**src/rtl/carrier_doppler_sweep_if.sv**
```systemverilog
// Sweep control/status bundle: register file and acquisition side (master), sweeper (slave).
interface carrier_doppler_sweep_if #(
    parameter int BIN_W   = 8,
    parameter int DWELL_W = 16
);
    logic                     start;
    logic                     abort;
    logic [28:0]              f_center;
    logic [28:0]              f_step;
    logic [BIN_W-1:0]         num_bins;
    logic [DWELL_W-1:0]       dwell;
    logic                     dump;
    logic [28:0]              f_control;
    logic signed [BIN_W:0]    bin_offset;
    logic                     bin_done;
    logic                     busy;
    logic                     done;

    modport master (
        output start, abort, f_center, f_step, num_bins, dwell, dump,
        input  f_control, bin_offset, bin_done, busy, done
    );

    modport slave (
        input  start, abort, f_center, f_step, num_bins, dwell, dump,
        output f_control, bin_offset, bin_done, busy, done
    );
endinterface

```
**src/rtl/carrier_doppler_sweep.sv**
```systemverilog
// Steps carrier_nco f_control over a Doppler bin grid, discarding the straddling dump after each retune.
// Latency: first word t+2+(N>>1) (t+2 with CARR_SWEEP_ZIGZAG_EN); bin_done t+1 after completing dump.
// No backpressure: dump/start are pulses; start while busy and dump outside SETTLE/DWELL are ignored.
module carrier_doppler_sweep #(
    parameter int BIN_W   = 8,
    parameter int DWELL_W = 16
) (
    input  logic                    clk,
    input  logic                    rstn,
    carrier_doppler_sweep_if.slave  sw
);
    typedef enum logic [2:0] {
        S_IDLE, S_PRESET, S_SETTLE, S_DWELL, S_NEXT, S_DONE
    } state_t;

    state_t                 state_q;
    logic [28:0]            f_center_q;
    logic [28:0]            f_step_q;
    logic [28:0]            acc_q;
    logic [28:0]            neg_q;
    logic [28:0]            f_control_q;
    logic [BIN_W-1:0]       bins_q;
    logic [BIN_W-1:0]       bin_idx_q;
    logic [BIN_W-1:0]       preset_cnt_q;
    logic [DWELL_W-1:0]     dwell_q;
    logic [DWELL_W-1:0]     dwell_cnt_q;
    logic signed [BIN_W:0]  bin_offset_q;
    logic                   bin_done_q;
    logic                   busy_q;
    logic                   done_q;

    logic [BIN_W-1:0]       num_bins_d;
    logic [DWELL_W-1:0]     dwell_d;
    logic [BIN_W-1:0]       preset_cnt_d;
    logic [BIN_W:0]         start_off_d;
    logic                   last_bin_d;
    logic                   dwell_hit_d;
    logic                   zz_pos_d;
    logic [28:0]            next_f_d;
    logic [BIN_W:0]         next_off_d;

    always_comb begin
        num_bins_d  = (sw.num_bins == '0) ? BIN_W'(1) : sw.num_bins;
        dwell_d     = (sw.dwell == '0) ? DWELL_W'(1) : sw.dwell;
        last_bin_d  = (bin_idx_q == bins_q - BIN_W'(1));
        dwell_hit_d = (dwell_cnt_q == dwell_q - DWELL_W'(1));
        zz_pos_d    = bin_offset_q[BIN_W] || (bin_offset_q == '0);
`ifdef CARR_SWEEP_ZIGZAG_EN
        // Centre-out: alternate between the upper and lower accumulators.
        preset_cnt_d = '0;
        start_off_d  = '0;
        if (zz_pos_d) begin
            next_f_d   = acc_q + f_step_q;
            next_off_d = (BIN_W+1)'(1) - bin_offset_q;
        end else begin
            next_f_d   = neg_q - f_step_q;
            next_off_d = (BIN_W+1)'(0) - bin_offset_q;
        end
`else
        preset_cnt_d = num_bins_d >> 1;
        start_off_d  = (BIN_W+1)'(0) - {1'b0, bins_q >> 1};
        next_f_d     = acc_q + f_step_q;
        next_off_d   = bin_offset_q + (BIN_W+1)'(1);
`endif
    end

    always_ff @(posedge clk) begin
        if (!rstn) begin
            state_q      <= S_IDLE;
            f_center_q   <= '0;
            f_step_q     <= '0;
            acc_q        <= '0;
            neg_q        <= '0;
            f_control_q  <= '0;
            bins_q       <= '0;
            bin_idx_q    <= '0;
            preset_cnt_q <= '0;
            dwell_q      <= '0;
            dwell_cnt_q  <= '0;
            bin_offset_q <= '0;
            bin_done_q   <= 1'b0;
            busy_q       <= 1'b0;
            done_q       <= 1'b0;
        end else begin
            bin_done_q <= 1'b0;
            if (state_q != S_IDLE && sw.abort) begin
                state_q     <= S_IDLE;
                busy_q      <= 1'b0;
                done_q      <= 1'b0;
                f_control_q <= f_center_q;
            end else begin
                case (state_q)
                    S_IDLE: begin
                        if (sw.start && !sw.abort) begin
                            f_center_q   <= sw.f_center;
                            f_step_q     <= sw.f_step;
                            bins_q       <= num_bins_d;
                            dwell_q      <= dwell_d;
                            acc_q        <= sw.f_center;
                            neg_q        <= sw.f_center;
                            preset_cnt_q <= preset_cnt_d;
                            bin_idx_q    <= '0;
                            busy_q       <= 1'b1;
                            state_q      <= S_PRESET;
                        end
                    end
                    S_PRESET: begin
                        if (preset_cnt_q != '0) begin
                            acc_q        <= acc_q - f_step_q;
                            preset_cnt_q <= preset_cnt_q - BIN_W'(1);
                        end else begin
                            f_control_q  <= acc_q;
                            bin_offset_q <= start_off_d;
                            state_q      <= S_SETTLE;
                        end
                    end
                    S_SETTLE: begin
                        if (sw.dump) begin
                            dwell_cnt_q <= '0;
                            state_q     <= S_DWELL;
                        end
                    end
                    S_DWELL: begin
                        if (sw.dump) begin
                            if (dwell_hit_d) begin
                                bin_done_q <= 1'b1;
                                state_q    <= last_bin_d ? S_DONE : S_NEXT;
                            end else begin
                                dwell_cnt_q <= dwell_cnt_q + DWELL_W'(1);
                            end
                        end
                    end
                    S_NEXT: begin
`ifdef CARR_SWEEP_ZIGZAG_EN
                        if (zz_pos_d) acc_q <= next_f_d;
                        else          neg_q <= next_f_d;
`else
                        acc_q <= next_f_d;
`endif
                        f_control_q  <= next_f_d;
                        bin_offset_q <= next_off_d;
                        bin_idx_q    <= bin_idx_q + BIN_W'(1);
                        state_q      <= S_SETTLE;
                    end
                    S_DONE: begin
                        // Two cycles: raise done, then park and release busy.
                        if (!done_q) begin
                            done_q <= 1'b1;
                        end else begin
                            done_q      <= 1'b0;
                            busy_q      <= 1'b0;
                            f_control_q <= f_center_q;
                            state_q     <= S_IDLE;
                        end
                    end
                    default: state_q <= S_IDLE;
                endcase
            end
        end
    end

    assign sw.f_control  = f_control_q;
    assign sw.bin_offset = bin_offset_q;
    assign sw.bin_done   = bin_done_q;
    assign sw.busy       = busy_q;
    assign sw.done       = done_q;
endmodule

```
**src/flat_wrapper.sv**
```systemverilog
// flat-port wrapper written by rule: the top's interface ports become plain ports
module carrier_doppler_sweep_flat 
#(
    parameter int BIN_W   = 8,
    parameter int DWELL_W = 16
)
  (clk, rstn, sw_start, sw_abort, sw_f_center, sw_f_step, sw_num_bins, sw_dwell, sw_dump, sw_f_control, sw_bin_offset, sw_bin_done, sw_busy, sw_done);
  carrier_doppler_sweep_if #(.BIN_W(BIN_W), .DWELL_W(DWELL_W)) sw_i ();
  input  logic clk;
  input  logic rstn;
  input wire logic [$bits(sw_i.start)-1:0] sw_start;
  input wire logic [$bits(sw_i.abort)-1:0] sw_abort;
  input wire logic [$bits(sw_i.f_center)-1:0] sw_f_center;
  input wire logic [$bits(sw_i.f_step)-1:0] sw_f_step;
  input wire logic [$bits(sw_i.num_bins)-1:0] sw_num_bins;
  input wire logic [$bits(sw_i.dwell)-1:0] sw_dwell;
  input wire logic [$bits(sw_i.dump)-1:0] sw_dump;
  output wire logic [$bits(sw_i.f_control)-1:0] sw_f_control;
  output wire logic [$bits(sw_i.bin_offset)-1:0] sw_bin_offset;
  output wire logic [$bits(sw_i.bin_done)-1:0] sw_bin_done;
  output wire logic [$bits(sw_i.busy)-1:0] sw_busy;
  output wire logic [$bits(sw_i.done)-1:0] sw_done;
  assign sw_i.start = sw_start;
  assign sw_i.abort = sw_abort;
  assign sw_i.f_center = sw_f_center;
  assign sw_i.f_step = sw_f_step;
  assign sw_i.num_bins = sw_num_bins;
  assign sw_i.dwell = sw_dwell;
  assign sw_i.dump = sw_dump;
  assign sw_f_control = sw_i.f_control;
  assign sw_bin_offset = sw_i.bin_offset;
  assign sw_bin_done = sw_i.bin_done;
  assign sw_busy = sw_i.busy;
  assign sw_done = sw_i.done;
  carrier_doppler_sweep #(.BIN_W(BIN_W), .DWELL_W(DWELL_W)) u_core (.clk(clk), .rstn(rstn), .sw(sw_i));
endmodule
```
**config.mk**
```make
export PLATFORM = sky130hd
export DESIGN_NAME = carrier_doppler_sweep_flat
export DESIGN_NICKNAME = d
export VERILOG_FILES = /design/src/rtl/carrier_doppler_sweep_if.sv /design/src/rtl/carrier_doppler_sweep.sv /design/src/flat_wrapper.sv
export SDC_FILE = /design/constraint.sdc
export NUM_CORES = 1
export LEC_CHECK = 0
export CELL_PAD_IN_SITES_DETAIL_PLACEMENT = 1
export CELL_PAD_IN_SITES_GLOBAL_PLACEMENT = 2
export CORE_ASPECT_RATIO = 0.8
export CORE_MARGIN = 5
export CORE_UTILIZATION = 36
export CTS_CLUSTER_DIAMETER = 100
export DETAILED_ROUTE_END_ITERATION = 10
export PLACE_DENSITY_LB_ADDON = 0.1
export SKIP_LAST_GASP = 1
export SYNTH_ARGS = -nofsm -noshare
export SYNTH_HDL_FRONTEND = slang
export SYNTH_SLANG_ARGS = --single-unit
```
**constraint.sdc**
```tcl
create_clock -name clk -period 6.8 [get_ports clk]
set_input_delay 1.02 -clock clk [delete_from_list [all_inputs] [get_ports clk]]
set_output_delay 1.02 -clock clk [all_outputs]
set_load 0.01 [all_outputs]
```
Yosys cells after proc, flatten, opt, wreduce, memory -nomap -nowiden
Index checks and enable logic that the tools add are counted.
{"block": "op_classes", "n_addsub": 9, "eq_ne": 17, "mux": 33, "bitwise": 4, "n_reduce_logical": 26}
{"op": "case mux 29 bit (3 select lines)", "n": 2}
{"op": "two-way mux 29 bit", "n": 5}
{"op": "two-way mux 16 bit", "n": 4}
{"op": "two-way mux 8 bit", "n": 4}
{"op": "case mux 16 bit (2 select lines)", "n": 1}
{"op": "case mux 8 bit (2 select lines)", "n": 2}
{"op": "adder 29 bit", "n": 1}
{"op": "subtractor 29 bit", "n": 1}
{"op": "two-way mux 3 bit", "n": 6}
{"op": "case mux 3 bit (6 select lines)", "n": 1}
{"op": "case mux 9 bit (2 select lines)", "n": 1}
{"op": "adder 16 x 1 -> 16 bit (second input constant)", "n": 1}
{"op": "equality test 16 bit", "n": 1}
{"op": "logical NOT 16 bit", "n": 1}
{"op": "subtractor 16 x 1 -> 16 bit (second input constant)", "n": 1}
{"op": "subtractor 8 x 1 -> 8 bit (second input constant)", "n": 2}
{"op": "AND reduction 3 bit", "n": 5}
{"op": "nonzero test 2 bit", "n": 5}
{"op": "adder 9 x 2 -> 9 bit (second input constant)", "n": 1}
{"op": "two-way mux 9 bit", "n": 1}
{"op": "adder 8 x 1 -> 8 bit (second input constant)", "n": 1}
{"op": "equality test 8 bit", "n": 1}
{"op": "logical NOT 8 bit", "n": 1}
{"op": "!= test 2 x 1 -> 1 bit (second input constant)", "n": 4}
{"op": "21 further kinds", "n": 36}
{"block": "totals", "reg_bits": 187, "in_bits": 87, "wordCells": 103}

Logic depth before layout (Yosys ltp)
{"block": "logic_depth", "ltp_word": 6, "mapped_depth": 13}

Worst setup path before layout
No wires, ideal clock.
{"block": "synth_path", "kind": "reg2reg", "start": "register u_core.acc_q[0]", "end": "register u_core.acc_q[28]", "arrival_time_ns": 2.926, "required_time_ns": 6.670, "slack_ns": 3.744, "stages_incl_launch_ff": 14, "path_buffers": 0, "synth_period_minus_slack_ns": 3.056, "path_cell_list": "dfxtp_1 > inv_1 > ha_1 > inv_1 > fa_1 > a21o_1 > a2111o_1 > a21oi_1 > o21ai_0 > a31oi_1 > a31oi_1 > mux2i_1 > a2111oi_0 > a21oi_1"}
{"block": "synth_between", "elab_chain_len": 3}
{"element": "from (decl)", "line": "carrier_doppler_sweep.sv:19", "rtl": "logic [28:0] acc_q;"}
{"element": "from (signal assigned)", "line": "carrier_doppler_sweep.sv:99", "rtl": "acc_q <= sw.f_center;"}
{"element": "from (signal assigned)", "line": "carrier_doppler_sweep.sv:109", "rtl": "acc_q <= acc_q - f_step_q;"}
{"element": "from (signal assigned)", "line": "carrier_doppler_sweep.sv:138", "rtl": "acc_q <= next_f_d;"}
{"element": "subtractor 29 bit", "line": "carrier_doppler_sweep.sv:109"}
{"element": "two-way mux 29 bit", "line": "carrier_doppler_sweep.sv:108", "rtl": "if (preset_cnt_q != '0) begin"}
{"element": "case mux 29 bit (3 select lines) *", "line": "carrier_doppler_sweep.sv:92", "rtl": "case (state_q)"}
Every way passes the cells marked *; elsewhere a longest branch is shown, timed or not. The select of a mux whose other input is x is not followed.
A chain may end at the register's enable or synchronous reset.

Worst setup path after layout
Ends and elaborated chain as after synthesis.

==> reports/summary.md <==
The tools report the leakage power figure as 5.34 nW. The number of iterations in the first detailed-routing pass is 5. The average wire length per cell after detail routing is 21.4 um, and the final non-filler cell total is 2145.

The via count normalized by instance count is 5.80, and the later-pin clock latency in the skew report is 0.46 ns. The most instantiated library cell after synthesis was sky130_fd_sc_hd__nand2_1. Ranked by total cell area, the synthesized netlist is headed by sky130_fd_sc_hd__dfxtp_1 (31%), sky130_fd_sc_hd__nand2_1 (7.8%), sky130_fd_sc_hd__a21oi_1 (7.2%). The clock share of power is 0.212. The maximum vdd ir drop was 0.175 mV.

Counting every instance in the synthesized netlist gives 1648. After detailed routing, the number of remaining DRC violations is 0. The die covers 37700 um^2. Setup violations remaining at the end of the flow were counted as 0. Data on the critical path is required at its endpoint by 7.14 ns. The first global-routing pass estimated 72.3 mm of wire.

In the final layout, the multi-input gates occupy 7810 um^2. Most instantiated flip-flop cell in the synthesis netlist: sky130_fd_sc_hd__dfxtp_1. After clock tree synthesis, the repair step resized 0 gates.

The die is 216 um wide. The run gives 0.363 as the starting density of the core. The run finished with clean final reports. The run gives 0.238 as the global-route total usage across every layer. The number of levels in the clock H-tree is 4. Number of failing hold endpoints at the final stage: 0. From synthesis to final layout, the design area changed by 17.7%. Registers take 3740 um^2. The logs give 254 MHz for the maximum clock rate and 0.00221 W for the net load switching power. In this run the worst path has a maximum fanout of 5. The library cell occupying the most area in the post-synthesis netlist is sky130_fd_sc_hd__dfxtp_1.

The number of nets produced by synthesis is 1801, and the die span in y is 175 um. At the pin with the least slew margin, the transition time is 1.05 ns. The tools report the clock tree root driver cell as sky130_fd_sc_hd__clkbuf_16.

The tools report the number of DRC markers after the initial detailed-route iteration as 730. Routability-driven placement finished with a final weighted congestion of 0.897. The worst setup skew after layout was 0.00855 ns.

Summing every instance area after synthesis gives 12200 um^2. For the sequential cell fraction of total power, the log shows 0.296. After legalization and detailed placement, the total HPWL measured 32.4 mm. The run gives 80 as the count of cell types in the netlist.

For this design the top-level I/O count stands at 128. The critical path class is flop to flop. Switching part of the total power: 0.440. Summed over all layers, the global routing overflow is 0. For the worst setup path, the data arrival time is 4.27 ns. Fraction of the cycle the final worst path needs: 0.578.

TritonCTS built the clock tree. The power per cell area came out at 349 nW/um^2. The logs give 0 for the final-report max-slew violation count and 0 for the number of hold buffers added after cts. The tools report the area inside the core boundary as 33600 um^2. STA classifies the critical path startpoint as a flop.

Ranked by instance count, the synthesized netlist is headed by sky130_fd_sc_hd__nand2_1 (253), sky130_fd_sc_hd__dfxtp_1 (187), sky130_fd_sc_hd__a21oi_1 (176), sky130_fd_sc_hd__nor2_1 (144), sky130_fd_sc_hd__clkbuf_1 (103). The via count of the routed design was 12400; the overall power was 0.00502 W. The share of async-settable or async-resettable flops after synthesis is 0.

The worst slew margin relative to its limit is 0.298. Counting the buffers created by CTS gives 17. The aggregate negative setup slack was 0 ns; the clock transition time at the flip-flop clock pins of the worst setup and hold paths was 0.07 ns. The number of enable-type register cells in the synthesized netlist is 0, and the remaining number of nets flagged by the antenna check after routing is 0.

After clock tree synthesis, the setup repair step added 0 buffers. In this run the tool buffered the top-level ports with 127 buffer cells. Setup repair after global routing left no endpoint under its margin. The longest clock path from root to sink contains 2 buffers.

The number of sinks handled by clock tree synthesis came out at 187. Post-synthesis sequential area ratio: 0.307. Each instance of the synthesized netlist takes up on average 7.40 um^2. After filler insertion, the fill cell instance count of the layout stands at 4121.

The path class of the tightest hold or removal check is flop to flop. The run gives 0 as the initial antenna violation count. The antenna diode count is 0, and the number of global-route vias before repair is 12700. Including well taps, the total number of placed cells is 2114. The fraction of final layout cells sized beyond drive strength 1 was 0.0473; the minimum period implied by the final worst setup slack was 3.93 ns.

At the end of the flow, the number of nets in the layout was 1852. The total routed wirelength was 45.8 mm. The area share of the leading cell type in the synthesized netlist was 0.307; the internal portion of total power was 0.00281 W. Flip-flop and latch count after synthesis: 187. The initialized floorplan defines 60 standard-cell rows. The tools report the sort of element at the end of the critical path as a flop. The pin count of the biggest net entering global routing came out at 66. During synthesis, Yosys emitted a total of 0 warnings. The combinational cell fraction of total power came out at 0.492. The max-cap check violation count is 0.
==> power groups by stage <==
stage	sequential (W)	clock, W	combinational [W]
final	0.00148	0.00107	0.00247
after global placement	0.00150	0	0.00240
after detailed placement	0.00151	0	0.00244
after global routing	0.00151	0.00113	0.00272
after CTS	0.00149	0.00109	0.00246
after floorplan	0.00145	0	0.00163
==> cells in the final DEF (no fill, tap or decap), drive strengths merged, types with 14 or more instances in the layout <==
cell           count
a211oi            22
a21oi            177
a221oi            26
a22oi             15
a31oi             24
and3              22
buf               16
clkbuf            19
clkdlybuf4s50    126
dfxtp            187
ha                64
inv               75
nand2            253
nand2b            16
nand3             44
nand4             14
nor2             144
nor3              52
nor4              19
o21ai             93
o221ai            19
xnor2             57
xor2              29
==> per-stage QoR <==
step | worst slack [ns] | util | cell area [um^2] | hold slack [ns]
3_5_place_dp | 3.02 | 0.410 | 13800 | 0.450
4_1_cts | 2.98 | 0.428 | 14400 | 0.460
5_1_grt | 2.56 | 0.428 | 14400 | 0.490
3_3_place_gp | 3.06 | 0.410 | 13800 | 0.444
2_1_floorplan | 3.74 | - | 12200 | 0.436
6_report | 2.87 | 0.428 | 14400 | 0.460
==> registers in the layout (all words and copies together) (netlist names), 9 cells and up <==
signal                cells
u_core.acc_q             29
u_core.f_center_q        29
u_core.f_step_q          29
u_core.sw.f_control      29
u_core.dwell_cnt_q       16
u_core.dwell_q           16
u_core.sw.bin_offset      9
==> kinds of logic (layout without fill, tap and decap cells) <==
group / count (synthesis) / in the layout / share of synthesized area
xor+xnor: 87 / 87 / 0.0636
flops: 187 / 187 / 0.307
mux: 6 / 6 / 0.00503
buf+inv: 184 / 247 / 0.0569
fa+ha+maj: 66 / 66 / 0.0689
compound gates: 495 / 495 / 0.262
simple gates: 623 / 623 / 0.236
==> cell type report <==
type | count | share of cell area
clock buffer | 19 | 0.0315
clock inverter | 12 | 0.0102
inverter | 74 | 0.0195
multi-input combinational | 1277 | 0.544
sequential | 187 | 0.261
tap | 434 | 0.0378
timing repair buffer | 142 | 0.0960
==> metal layers <==
metal / vias up / global-route usage / routed length [um] / share of wire
met5: - / 0 / 0 / 0
met4: 0 / 0.0573 / 775 / 0.017
met3: 48 / 0.0305 / 1560 / 0.034
met2: 231 / 0.398 / 21400 / 0.47
met1: 6164 / 0.329 / 22100 / 0.48
li1: 5995 / - / - / -
==> worst max-delay path, cell delays in order (launching register included) <==
cell and delay (ns):
sky130_fd_sc_hd__dfxtp_1 0.32, sky130_fd_sc_hd__inv_1 0.09, sky130_fd_sc_hd__ha_1 0.17, sky130_fd_sc_hd__inv_1 0.05, sky130_fd_sc_hd__fa_1 0.41, sky130_fd_sc_hd__a21o_1 0.21, sky130_fd_sc_hd__a2111o_1 0.43, sky130_fd_sc_hd__a21oi_1 0.46
sky130_fd_sc_hd__o21ai_0 0.36, sky130_fd_sc_hd__a31oi_1 0.45, sky130_fd_sc_hd__a31oi_1 0.21, sky130_fd_sc_hd__mux2i_1 0.16, sky130_fd_sc_hd__a2111oi_0 0.37, sky130_fd_sc_hd__a21oi_1 0.12
==> final timing paths <==
path / from / endpoint / slack, ns / depth (start not counted)
worst max-delay path: u_core.acc_q[0]$_SDFFE_PN0P_ / u_core.acc_q[28]$_SDFFE_PN0P_ / 2.87 / 13
worst min-delay path: u_core.f_center_q[1]$_SDFFE_PN0P_ / u_core.f_center_q[1]$_SDFFE_PN0P_ / 0.46 / 2
worst max register to register: u_core.acc_q[0]$_SDFFE_PN0P_ / u_core.acc_q[28]$_SDFFE_PN0P_ / 2.87 / 13
worst min register to register: u_core.f_center_q[1]$_SDFFE_PN0P_ / u_core.f_center_q[1]$_SDFFE_PN0P_ / 0.46 / 2
No activity file was read; power rests on OpenSTA's default activity.
